--- src/rtl/multicycle_sequencer_if.sv ---
// Handshake and decode bundle between the multicycle sequencer and its datapath/memories.
// dbg_step exists only when SEQ_SINGLE_STEP_EN is defined.
interface multicycle_sequencer_if #(
  parameter int RETIRE_W = 32
);
  logic                start;
  logic                MemRead;
  logic                MemWrite;
  logic                RegWrite;
  logic                Branch;
  logic                stop;
  logic                imem_ready;
  logic                dmem_ready;
`ifdef SEQ_SINGLE_STEP_EN
  logic                dbg_step;
`endif
  logic                imem_req;
  logic                ir_we;
  logic                dmem_req;
  logic                dmem_we;
  logic                reg_we;
  logic                pc_we;
  logic                retire;
  logic [RETIRE_W-1:0] retire_cnt;
  logic                halted;
  logic                fault;
  logic [2:0]          state;

  modport master (
    output start, MemRead, MemWrite, RegWrite, Branch, stop, imem_ready, dmem_ready,
`ifdef SEQ_SINGLE_STEP_EN
    output dbg_step,
`endif
    input  imem_req, ir_we, dmem_req, dmem_we, reg_we, pc_we, retire,
    input  retire_cnt, halted, fault, state
  );

  modport slave (
    input  start, MemRead, MemWrite, RegWrite, Branch, stop, imem_ready, dmem_ready,
`ifdef SEQ_SINGLE_STEP_EN
    input  dbg_step,
`endif
    output imem_req, ir_we, dmem_req, dmem_we, reg_we, pc_we, retire,
    output retire_cnt, halted, fault, state
  );
endinterface

--- src/rtl/multicycle_sequencer.sv ---
// Multi-cycle CPU control FSM: FETCH/DECODE/EXEC/MEM/WB with halt, memory timeout and retire count.
// Optional macro SEQ_SINGLE_STEP_EN: each retire returns to IDLE and dbg_step runs one instruction.
module multicycle_sequencer #(
  parameter int MEM_TIMEOUT = 16,
  parameter int RETIRE_W    = 32
) (
  input  logic                           clk,
  input  logic                           rst,
  multicycle_sequencer_if.slave          bus
);

  typedef enum logic [2:0] {
    IDLE   = 3'd0,
    FETCH  = 3'd1,
    DECODE = 3'd2,
    EXEC   = 3'd3,
    MEM    = 3'd4,
    WB     = 3'd5,
    HALT   = 3'd6,
    FAULT  = 3'd7
  } state_e;

  localparam logic [7:0] LastWait = 8'(MEM_TIMEOUT - 1);

`ifdef SEQ_SINGLE_STEP_EN
  localparam state_e RetireTarget = IDLE;
  logic launch;
  assign launch = bus.start | bus.dbg_step;
`else
  localparam state_e RetireTarget = FETCH;
  logic launch;
  assign launch = bus.start;
`endif

  state_e              state_q, state_d;
  logic [7:0]          wait_q, wait_d;
  logic [RETIRE_W-1:0] retire_cnt_q;
  logic                timed_out;

  logic imem_req, ir_we, dmem_req, dmem_we, reg_we, pc_we, retire;

  assign timed_out = (wait_q == LastWait);

  always_ff @(posedge clk) begin
    if (rst) begin
      state_q      <= IDLE;
      wait_q       <= '0;
      retire_cnt_q <= '0;
    end else begin
      state_q <= state_d;
      wait_q  <= wait_d;
      if (retire) begin
        retire_cnt_q <= retire_cnt_q + 1'b1;
      end
    end
  end

  // Every transition into FETCH or MEM clears the wait counter so each request gets a full budget.
  always_comb begin
    state_d  = state_q;
    wait_d   = wait_q;
    imem_req = 1'b0;
    ir_we    = 1'b0;
    dmem_req = 1'b0;
    dmem_we  = 1'b0;
    reg_we   = 1'b0;
    pc_we    = 1'b0;
    retire   = 1'b0;
    unique case (state_q)
      IDLE: begin
        wait_d = '0;
        if (launch) state_d = FETCH;
      end
      FETCH: begin
        imem_req = 1'b1;
        if (bus.imem_ready) begin
          ir_we   = 1'b1;
          state_d = DECODE;
        end else if (timed_out) begin
          state_d = FAULT;
        end else begin
          wait_d = wait_q + 8'd1;
        end
      end
      DECODE: begin
        if (bus.stop) begin
          retire  = 1'b1;
          state_d = HALT;
        end else begin
          state_d = EXEC;
        end
      end
      EXEC: begin
        if (bus.MemRead || bus.MemWrite) begin
          wait_d  = '0;
          state_d = MEM;
        end else if (bus.RegWrite) begin
          state_d = WB;
        end else begin
          pc_we   = 1'b1;
          retire  = 1'b1;
          wait_d  = '0;
          state_d = RetireTarget;
        end
      end
      MEM: begin
        dmem_req = 1'b1;
        dmem_we  = bus.MemWrite;
        if (bus.dmem_ready) begin
          if (bus.MemRead) begin
            state_d = WB;
          end else begin
            pc_we   = 1'b1;
            retire  = 1'b1;
            wait_d  = '0;
            state_d = RetireTarget;
          end
        end else if (timed_out) begin
          state_d = FAULT;
        end else begin
          wait_d = wait_q + 8'd1;
        end
      end
      WB: begin
        reg_we  = 1'b1;
        pc_we   = 1'b1;
        retire  = 1'b1;
        wait_d  = '0;
        state_d = RetireTarget;
      end
      HALT:  state_d = HALT;
      FAULT: state_d = FAULT;
      default: state_d = IDLE;
    endcase
  end

  assign bus.imem_req   = imem_req;
  assign bus.ir_we      = ir_we;
  assign bus.dmem_req   = dmem_req;
  assign bus.dmem_we    = dmem_we;
  assign bus.reg_we     = reg_we;
  assign bus.pc_we      = pc_we;
  assign bus.retire     = retire;
  assign bus.retire_cnt = retire_cnt_q;
  assign bus.halted     = (state_q == HALT);
  assign bus.fault      = (state_q == FAULT);
  assign bus.state      = state_q;

endmodule

--- src/flat_wrapper.sv ---
// flat-port wrapper written by rule: the top's interface ports become plain ports
module multicycle_sequencer_flat 
#(
  parameter int MEM_TIMEOUT = 16,
  parameter int RETIRE_W    = 32
)
  (clk, rst, bus_start, bus_MemRead, bus_MemWrite, bus_RegWrite, bus_Branch, bus_stop, bus_imem_ready, bus_dmem_ready, bus_imem_req, bus_ir_we, bus_dmem_req, bus_dmem_we, bus_reg_we, bus_pc_we, bus_retire, bus_retire_cnt, bus_halted, bus_fault, bus_state);
  multicycle_sequencer_if #(.RETIRE_W(RETIRE_W)) bus_i ();
  input  logic clk;
  input  logic rst;
  input wire logic [$bits(bus_i.start)-1:0] bus_start;
  input wire logic [$bits(bus_i.MemRead)-1:0] bus_MemRead;
  input wire logic [$bits(bus_i.MemWrite)-1:0] bus_MemWrite;
  input wire logic [$bits(bus_i.RegWrite)-1:0] bus_RegWrite;
  input wire logic [$bits(bus_i.Branch)-1:0] bus_Branch;
  input wire logic [$bits(bus_i.stop)-1:0] bus_stop;
  input wire logic [$bits(bus_i.imem_ready)-1:0] bus_imem_ready;
  input wire logic [$bits(bus_i.dmem_ready)-1:0] bus_dmem_ready;
  output wire logic [$bits(bus_i.imem_req)-1:0] bus_imem_req;
  output wire logic [$bits(bus_i.ir_we)-1:0] bus_ir_we;
  output wire logic [$bits(bus_i.dmem_req)-1:0] bus_dmem_req;
  output wire logic [$bits(bus_i.dmem_we)-1:0] bus_dmem_we;
  output wire logic [$bits(bus_i.reg_we)-1:0] bus_reg_we;
  output wire logic [$bits(bus_i.pc_we)-1:0] bus_pc_we;
  output wire logic [$bits(bus_i.retire)-1:0] bus_retire;
  output wire logic [$bits(bus_i.retire_cnt)-1:0] bus_retire_cnt;
  output wire logic [$bits(bus_i.halted)-1:0] bus_halted;
  output wire logic [$bits(bus_i.fault)-1:0] bus_fault;
  output wire logic [$bits(bus_i.state)-1:0] bus_state;
  assign bus_i.start = bus_start;
  assign bus_i.MemRead = bus_MemRead;
  assign bus_i.MemWrite = bus_MemWrite;
  assign bus_i.RegWrite = bus_RegWrite;
  assign bus_i.Branch = bus_Branch;
  assign bus_i.stop = bus_stop;
  assign bus_i.imem_ready = bus_imem_ready;
  assign bus_i.dmem_ready = bus_dmem_ready;
  assign bus_imem_req = bus_i.imem_req;
  assign bus_ir_we = bus_i.ir_we;
  assign bus_dmem_req = bus_i.dmem_req;
  assign bus_dmem_we = bus_i.dmem_we;
  assign bus_reg_we = bus_i.reg_we;
  assign bus_pc_we = bus_i.pc_we;
  assign bus_retire = bus_i.retire;
  assign bus_retire_cnt = bus_i.retire_cnt;
  assign bus_halted = bus_i.halted;
  assign bus_fault = bus_i.fault;
  assign bus_state = bus_i.state;
  multicycle_sequencer #(.MEM_TIMEOUT(MEM_TIMEOUT), .RETIRE_W(RETIRE_W)) u_core (.clk(clk), .rst(rst), .bus(bus_i));
endmodule
--- config.mk ---
export PLATFORM = sky130hd
export DESIGN_NAME = multicycle_sequencer_flat
export DESIGN_NICKNAME = d
export VERILOG_FILES = /design/src/rtl/multicycle_sequencer_if.sv /design/src/rtl/multicycle_sequencer.sv /design/src/flat_wrapper.sv
export SDC_FILE = /design/constraint.sdc
export NUM_CORES = 1
export LEC_CHECK = 0
export ABC_AREA = 1
export CORE_ASPECT_RATIO = 1.5
export CORE_MARGIN = 8
export CORE_UTILIZATION = 55
export DETAILED_ROUTE_END_ITERATION = 8
export PLACE_DENSITY = 0.82
export SLEW_MARGIN = 0
export SYNTH_ARGS = -nofsm -noshare
export SYNTH_HDL_FRONTEND = slang
export SYNTH_SLANG_ARGS = --single-unit
--- constraint.sdc ---
create_clock -name clk -period 2.9 [get_ports clk]
set_clock_uncertainty 0.2 [all_clocks]
set_input_delay 0.58 -clock clk [delete_from_list [all_inputs] [get_ports clk]]
set_output_delay 0.58 -clock clk [all_outputs]
set_load 0.03 [all_outputs]
==> run_results.csv <==
group,metric,value,unit
detailed_routing,drc_errors,0,
power_and_ir_drop,totalPowerFinal,1.591,mW
synth,async_reset_ff_frac,0,
cts,clockBufferDepth,2,
synth,yosysSeqAreaShare,0.3190,
detailed_routing,drt_iter0_markers,239,
critical_path,arrival,1.89,ns
detailed_routing,avgViaCountPerCell,5.219,
synth,yosysWarnings,0,
critical_path,endpoint_kind,"output pin",
timing,rsz0062_at_grt,"no",
detailed_routing,vias,2980,
finish,layout.nets,516,
timing,tightest_slew,0.7079,ns
finish,instances_no_fill,571,
cts,cts_sinks,43,
synth,synth.cell_area,2699,um^2
detailed_routing,drtPass1Iterations,4,
global_route,grtUsageTotal,0.1987,
place,hpwl,5405,um
finish,drive_above_1_share,0.06337,
synth,yosysTopAreaCellShare,0.3190,
die,initial_utilization,0.5657,
die,rows,31,
synth,synthTopCellsByCount,"137 x nand2_1, 87 x nor2_1, 47 x inv_1",
global_route,grt_max_degree,32,
critical_path,path_cells,"inv_2 > nand2_2 > nor2_4 > nand2_2 > inv_1 > clkdlybuf4s50_1",
critical_path,crit_path_start_kind,"flip-flop",
synth,muxShareOfSynthArea,0,
synth,synth-xor-area-share,0.02921,
timing,fin_tns_setup,0,ns
synth,yosys.area_share.simple,0.4618,
timing,fmax,375.2,MHz
power_and_ir_drop,leakagePower,1.251,nW
synth,synth-compound-area-share,0.08716,
finish,area_delta_synth_final,24.99,%
timing,finalCritPeriodShare,0.9191,
die,pin_count,54,
synth,synth_fa_ha_area_frac,0.009272,
cts,clk_pin_slew,0.09,ns
place,pre_cts_ws,0.2447,ns
cts,htree_num_levels,2,
synth,synth_seq_cells,43,
timing,relSlewSlack,0.5275,
detailed_routing,routed_wl,7123,um
cts,cts_tree,"built",
detailed_routing,drtAntennaViolNets,0,
cts,cts-root-buf,"clkbuf_8",
place,dp_cells,563,
synth,synthMostInstantiatedCell,"nand2_1",
synth,synth.area.top_cells,"dfxtp_1 32%, nand2_1 19%, nor2_1 12%",
critical_path,cpPeakStageDelay,0.66,ns
timing,drv_slew,0,
job,drv_cap,0,
power_and_ir_drop,power.density,471.7,nW/um^2
synth,syn-num-nets,465,
timing,setup_viol,0,
timing,finalWorstSetupSlack,0.2346,ns
die,dieArea,7451,um^2
finish,antenna_cells,0,
timing,period_minus_slack,2.665,ns
synth,yosysTopAreaCell,"dfxtp_1",
critical_path,crit_path_frequent_cell,"nand2_2",
synth,synth_edf_count,0,
global_route,gr-total-overflow,0,
worst_hold_path,hold_path.class,"flip-flop to flip-flop",
critical_path,worstPathMaxFanout,7,
synth,synthFlopType,"dfxtp_1",
synth,synth_top_family_by_area,"simple AND/OR/NAND/NOR gates",
power_and_ir_drop,ir_drop,340.4,uV
critical_path,crit_type,"flip-flop to output pin",
critical_path,cp.required,2.12,ns
synth,syn_inst,453,
global_route,antenna_found_initial,0,
synth,ys_types,28,
die,core,4771,um^2
die,die_x,73.20,um
cts,postCtsHoldBufs,0,
global_route,grt_pass1_vias,2807,
outcome,status,"finished clean",
place,gp_congestion,0.8702,
critical_path,critPathSlowestCell,"clkdlybuf4s50_1",
global_route,grt_pass1_wl,11950,um
synth,avgSynthCellArea,5.958,um^2
timing,hold_violations,0,
die,dieHeight,101.8,um
detailed_routing,wl_per_cell,12.47,um
place,io_buffers,52,
cts,cts_made_buffers,5,
cts,insertion_delay,0.30,ns
path summary, 6_finish.rpt:
check / from / cells past startpoint / slack (ns) / to
worst min-delay path: u_core.wait_q[7] / 2 / 0.29 / u_core.wait_q[7]
worst max register to register: u_core.bus.retire_cnt[0] / 8 / 0.83 / u_core.bus.retire_cnt[22]
worst max-delay path: u_core.bus.state[2] / 6 / 0.23 / bus_ir_we
worst min register to register: u_core.wait_q[7] / 2 / 0.29 / u_core.wait_q[7]
layer usage:
metal | part of all wire | GRT usage | wire, um | vias to the layer above
met5 | 0 | 0 | 0 | -
met4 | 0.030 | 0.1084 | 212 | 0
met3 | 0.054 | 0.04460 | 383 | 20
met2 | 0.53 | 0.3718 | 3792 | 95
met1 | 0.38 | 0.1930 | 2734 | 1328
li1 | - | - | - | 1537
metrics by stage:
stage | area [um^2] | util | hold WS [ns]
after global placement | 3254 | 0.6821 | 0.2709
after detailed placement | 3254 | 0.6821 | 0.2792
final | 3373 | 0.7071 | 0.2929
after global routing | 3373 | 0.7071 | 0.3103
after CTS | 3372 | 0.7068 | 0.2924
after floorplan | 2699 | - | 0.2563
worst max-delay path, delay by kind of cell, from the launching register on:
| kind | cells | cell delay (ns) |
|---|---|---|
| buf+inv | 3 | 0.88 |
| flops | 1 | 0.40 |
| simple gates | 3 | 0.30 |
registers in the layout (all words and copies together) (netlist names):
register and cells:
u_core.bus.retire_cnt 32, u_core.wait_q 8, u_core.bus.state 3
area by class of cell:
| type | instances | area, um^2 |
|---|---|---|
| tap | 66 | 82.58 |
| sequential | 43 | 862.1 |
| multi-input combinational | 349 | 1585 |
| timing repair buffer | 55 | 538.0 |
| fill | 411 | 1398 |
| inverter | 50 | 187.7 |
| clock inverter | 2 | 35.03 |
| clock buffer | 6 | 82.58 |
power breakdown:
part	total, mW	internal, mW	switching (mW)
clock	0.491	0.279	0.213
sequential	0.665	0.619	0.0460
combinational	0.435	0.147	0.288
logic make-up after synthesis:
| logic type | Yosys count |
|---|---|
| fa+ha+maj | 2 |
| simple gates | 293 |
| flops | 43 |
| compound gates | 45 |
| xor+xnor | 9 |
| buf+inv | 61 |
timing repair:
action / in CTS / in global routing
gates resized for setup: 0 / 1
endpoints found under the setup margin: 0 / 2
endpoints found under the hold margin: 0 / 0
buffers inserted: 0 / 0
placed cells by master, fill, tap and decap left out, types with 2 or more instances in the layout:
cell | netlist | final
clkdlybuf4s50_1 | 0 | 50
ha_1 | 2 | 2
a21oi_1 | 29 | 29
inv_2 | 3 | 3
nand3_1 | 34 | 34
inv_1 | 47 | 47
nor2_1 | 87 | 87
o21ai_1 | 5 | 5
nand2_1 | 137 | 137
dfxtp_1 | 43 | 42
o21ai_0 | 8 | 8
nor2_2 | 5 | 5
nand4_1 | 15 | 15
nand2_2 | 4 | 4
buf_4 | 1 | 5
nor3_1 | 6 | 6
xor2_1 | 6 | 6
xnor2_1 | 3 | 3
clkbuf_8 | 0 | 6
No activity file was read; power rests on OpenSTA's default activity.
